`src/rtl/hazard_sb.sv`:
```
// Load-use stall unit for decode: matches decode operands against in-flight load
// destinations and holds a registered, self-extending stall until they reach writeback.
module hazard_sb #(
  parameter  int NUM_STAGES = 3,
  parameter  int NUM_RF     = 2,
  parameter  int ADDR_W     = 4,
  parameter  int STAT_W     = 16,
  localparam int CNT_W      = $clog2(NUM_STAGES + 1)
) (
  input  logic                                iw_clk,
  input  logic                                iw_rst_n,
  input  logic                                iw_flush,
  input  logic                                iw_hold,
  input  logic                                iw_stat_clr,
  input  logic [NUM_STAGES*NUM_RF-1:0]        iw_stg_ld,
  input  logic [NUM_STAGES*NUM_RF*ADDR_W-1:0] iw_stg_tgt,
  input  logic                                iw_dec_valid,
  input  logic [NUM_RF*ADDR_W-1:0]            iw_dec_src,
  input  logic [NUM_RF-1:0]                   iw_dec_src_re,
  input  logic [NUM_RF*ADDR_W-1:0]            iw_dec_tgt,
  input  logic [NUM_RF-1:0]                   iw_dec_tgt_re,
  output logic                                ow_stall,
  output logic [CNT_W-1:0]                    ow_stall_cnt,
  output logic [NUM_STAGES-1:0]               ow_hz_stage,
  output logic [STAT_W-1:0]                   ow_stall_total
);

  logic [NUM_STAGES-1:0] hz;
  logic [CNT_W-1:0]      req;
  logic [CNT_W-1:0]      cnt, cnt_dec, cnt_nxt;
  logic                  stall_q;
  logic [NUM_STAGES-1:0] hz_q;
  logic [STAT_W-1:0]     total_q;

  // Per-stage hazard mask and the deepest stall it demands. Scanning oldest to
  // youngest lets the youngest matching stage (longest wait) win.
  always_comb begin
    // NOTE: every variable gets a default before any conditional write so no latch is inferred.
    hz  = '0;
    req = '0;
    for (int s = NUM_STAGES - 1; s >= 0; s--) begin
      for (int r = 0; r < NUM_RF; r++) begin
        if (iw_dec_valid && iw_stg_ld[s*NUM_RF + r] &&
            ((iw_dec_src_re[r] &&
              iw_dec_src[r*ADDR_W +: ADDR_W] == iw_stg_tgt[(s*NUM_RF + r)*ADDR_W +: ADDR_W]) ||
             (iw_dec_tgt_re[r] &&
              iw_dec_tgt[r*ADDR_W +: ADDR_W] == iw_stg_tgt[(s*NUM_RF + r)*ADDR_W +: ADDR_W])))
          hz[s] = 1'b1;
      end
      if (hz[s]) req = CNT_W'(NUM_STAGES - s);
    end
  end

  // A running stall only ever gets extended by a new hazard, never shortened.
  always_comb begin
    cnt_dec = (cnt == '0) ? '0 : cnt - 1'b1;
    if (iw_flush)     cnt_nxt = '0;
    else if (iw_hold) cnt_nxt = cnt;
    else              cnt_nxt = (cnt_dec > req) ? cnt_dec : req;
  end

  always_ff @(posedge iw_clk or negedge iw_rst_n) begin
    if (!iw_rst_n) begin
      cnt     <= '0;
      stall_q <= 1'b0;
      hz_q    <= '0;
      total_q <= '0;
    end else begin
      // NOTE: sequential state uses non-blocking assignments so all registers update from pre-edge values.
      cnt     <= cnt_nxt;
      stall_q <= (cnt_nxt != '0);
      if (iw_flush)     hz_q <= '0;
      else if (!iw_hold) hz_q <= hz;
      // Statistic clear overrides hold and flush; the count saturates instead of wrapping.
      if (iw_stat_clr)
        total_q <= '0;
      else if (!iw_hold && !iw_flush && cnt != '0 && total_q != '1)
        total_q <= total_q + 1'b1;
    end
  end

  assign ow_stall       = stall_q;
  assign ow_stall_cnt   = cnt;
  assign ow_hz_stage    = hz_q;
  assign ow_stall_total = total_q;

endmodule

```
`config.mk`:
```
export PLATFORM = sky130hd
export DESIGN_NAME = hazard_sb
export DESIGN_NICKNAME = d
export VERILOG_FILES = /design/src/rtl/hazard_sb.sv
export SDC_FILE = /design/constraint.sdc
export NUM_CORES = 1
export LEC_CHECK = 0
export CELL_PAD_IN_SITES_DETAIL_PLACEMENT = 2
export CELL_PAD_IN_SITES_GLOBAL_PLACEMENT = 2
export CORE_UTILIZATION = 24
export DETAILED_ROUTE_END_ITERATION = 10
export PLACE_DENSITY = 0.77
export SYNTH_ARGS = -nofsm -noshare
export SYNTH_HDL_FRONTEND = slang
export SYNTH_SLANG_ARGS = --single-unit
```
`constraint.sdc`:
```
create_clock -name iw_clk -period 2.15 [get_ports iw_clk]
set_input_delay 0.43 -clock iw_clk [delete_from_list [all_inputs] [get_ports iw_clk]]
set_output_delay 0.43 -clock iw_clk [all_outputs]
set_load 0.02 [all_outputs]
```
==> results.md <==
* Reg clk slew, reported paths at 0.09 ns
* Die area at a little under 8000 µm²
* CP peak stage delay at 0.35 ns
* Utilization after layout at 45.3%
* Die Ht at 88.2 µm
* Ranking of synthesized cells by area: dfrtp_1 31%, xor2_1 23%, xnor2_1 5.9%, nor2_1 4.4%, nand4_1 3.9%
* DR vias at ~2000
* Starting Density at roughly 25%
* Worst path bufs/invs at 4
* Synth cell count leaders: 47 x xor2_1, 22 x dfrtp_1, 21 x nor2_1
* Clock Latency Late Sink at about 0.27 ns
* Syn_nets at 260
* Post-synth cell types at 36
* GP Congestion at between 0.8 and 0.9
* CTS Buffer Depth at 2
* RSZ-0062 raised after global routing: true
* CTS Buf Count at 3
* Setup TNS at -0.642 ns
* # diodes at 0
* Total of warnings raised by yosys at 0
* Port Buffers at 77
* Synth Area per Inst at about 8.9 µm²
* Final WL at between 8 and 9 mm
* Final period utilization at 116%
* Number of synthesized flops with an enable pin at 0
* Die X at slightly below 90 µm
* Initial DRC count at 20
* Peak supply drop at about 0.21 mV
* WP depth at 14
* CP delay by family, top: compound AO/OA/AOI/OAI gates
* Detail Placement HPWL at roughly 5.7 mm
* Max_cap viols at 0
* Final Max Tran Viols at 0
* DR WL/cell at 19.1 µm
* Critical Path RT at around 2.3 ns
* Worst hold path class: primary input to async pin
* DR DRC count at 2
* Final Hold Viols at 0
* Post-layout min period at ~2.5 ns
* Synth Area in Compound Gates at between 10% and 20%
* Rows at 31
* CP Max Fanout at 3
* Slew Limit Headroom at a little under 80%
* Slew @ Worst Pin at roughly 0.32 ns
* Cells after synthesis at 200
* CTS root buf: clkbuf_8
* Total grt overflow at 0
* Area Growth Syn to Fin at 83.3%
* Largest net degree at the start of global routing at 23
* Post-Syn Area at around 1800 µm²
* Most common cell in the netlist: xor2_1
* Failing checks: DRC, setup timing
* Total Routing Usage GR at a little over 20%
* CP most frequent cell: inv_2
* Final Skew at about 0.009 ns
* Yosys top cell by area: dfrtp_1
* Final Net Count at 383
* Ys flop type: dfrtp_1
* Post-synthesis register bit count at 22
* R2R cell count at 6
* Vias in the first global route at ~2200
* Final Setup Violations at 2
* Status: finished with violations
* Critical path's slowest cell: o41ai_2
* Crit path DAT at 2.66 ns
* Post-Synth Simple-Gate Area at between 20% and 30%
* Sequential area share after synthesis at between 30% and 40%
* Final worst slack at -0.342 ns
* Yosys top cell area share at between 30% and 40%
* H-tree lvl count at 1
* Fillers at 803
* Worst Setup End Kind: flip-flop
* Share of layout cells above drive strength 1 at a little under a third
* Multiplexer area fraction after synthesis at 1.12%
* Post-synthesis xor/xnor area fraction at about 29%
* CP Cell Sequence: clkdlybuf4s15_1, buf_4, xor2_1, nor3_2, nand4_1, a41oi_2, nand3_2, nand2b_4, ha_4, inv_2, o22ai_4, inv_2, a311oi_2, o41ai_2
* Clock sinks at 22
* Power Dens Cells at roughly 380 nW/µm²
* Post-Synth Adder-Cell Area at 2.81%
* Fraction of registers with async set/reset at between 90% and 100%
* P_leak at roughly 1.4 nW
* Core Region at ~7000 µm²
* CTS tree: built
* Fmax at ~400 MHz
* Worst hold slack at around 0.51 ns
* IO Pins at between 70 and 80
* CP startpoint kind: primary input
* WS Path Type: primary input to flip-flop
* Largest family of logic cells by synthesized area: XOR/XNOR gates
* Initial antenna violation count at 0
* First-pass GRT wire length at between 10 and 15 mm
* Routed Antenna Nets at 0
* Vias per inst at roughly 4.7
* Hold_buf cts at 0
* Initial DRT Pass Iterations at 9
## final cells by class
cell class,count,area [µm²],area share (%)
multi-input cells,165,1410,43.2
inverters,9,41.3,1.26
repair buffers,122,1070,32.7
clock buffers,3,41.3,1.26
flip-flops and latches,22,551,16.9
well taps,99,124,3.79
clock inverters,1,30.0,0.920
## state kept, by name, summed over array words and instances, names as in the netlist
name and flops:
ow_stall_total 16, ow_hz_stage 3, ow_stall_cnt 2, ow_stall 1
## logic make-up (layout without fill, tap and decap cells)
| logic type | Yosys count | in the layout |
|---|---|---|
| multiplexers | 2 | 2 |
| flip-flops | 22 | 22 |
| XOR/XNOR | 59 | 59 |
| buffers and inverters | 13 | 135 |
| adder cells (fa/ha/maj) | 4 | 4 |
| AND/OR/NAND/NOR | 76 | 76 |
| AO/OA/AOI/OAI | 24 | 24 |
## through the flow
stage	setup WS, ns	power (mW)	cells	area, µm²
after floorplan	-0.328	0.568	200	1800
after global placement	-1.00	0.790	405	2930
after detailed placement	-1.09	0.801	405	2930
after CTS	-0.307	1.24	417	3160
after global routing	-0.433	1.31	421	3270
final	-0.342	1.26	421	3270
## placed cells by master (no fill, tap or decap), types with 3 or more instances in the layout
| master | n |
|---|---|
| xor2_1 | 46 |
| buf_4 | 44 |
| clkdlybuf4s50_1 | 36 |
| dlygate4sd2_1 | 32 |
| dfrtp_1 | 22 |
| nor2_1 | 17 |
| nand4_1 | 11 |
| nand2_1 | 10 |
| xnor2_1 | 10 |
| nor3_2 | 6 |
| nand3_1 | 6 |
| inv_1 | 4 |
| inv_2 | 4 |
| and2_1 | 4 |
| nor3_1 | 3 |
| nor2_4 | 3 |
| o21a_1 | 3 |
| ha_4 | 3 |
| clkbuf_8 | 3 |
| buf_2 | 3 |
| buf_6 | 3 |
## power by group
part | internal [mW] | total [mW] | switching, mW
clock network | 0.249 | 0.400 | 0.151
logic | 0.218 | 0.427 | 0.209
registers | 0.420 | 0.429 | 0.00878
total | 0.887 | 1.26 | 0.369
## path summary, 6_finish.rpt
| kind | start | to | slack (ns) |
|---|---|---|---|
| min in group iw_clk | ow_stall_total[1]$_DFFE_PN0P_ | ow_stall_total[1]$_DFFE_PN0P_ | 0.57 |
| min reg2reg | ow_stall_total[1]$_DFFE_PN0P_ | ow_stall_total[1]$_DFFE_PN0P_ | 0.57 |
| max | iw_dec_src[2] | ow_stall$_DFF_PN0_ | -0.34 |
| min | iw_rst_n | ow_stall_total[10]$_DFFE_PN0P_ | 0.51 |
| max reg2reg | ow_stall_total[6]$_DFFE_PN0P_ | ow_stall_total[2]$_DFFE_PN0P_ | 0.22 |
| max in group asynchronous | iw_rst_n | ow_hz_stage[0]$_DFFE_PN0P_ | 1.39 |
## routing by layer
metal  up-vias  routed length, µm  GRT usage, %
li1        943                  -             -
met1       987               3300          24.7
met2        55               4300          39.4
met3         9                353          2.83
met4         0                 92          3.23
met5         -                  0             0
## timing repair
| item | in CTS | in global routing |
|---|---|---|
| resized for setup | 97 | 15 |
| hold endpoints to repair | 0 | 0 |
| pin swaps | 27 | 16 |
| setup endpoints to repair | 4 | 3 |
| setup buffers | 8 | 4 |
Power figures use the tool's default switching activity.
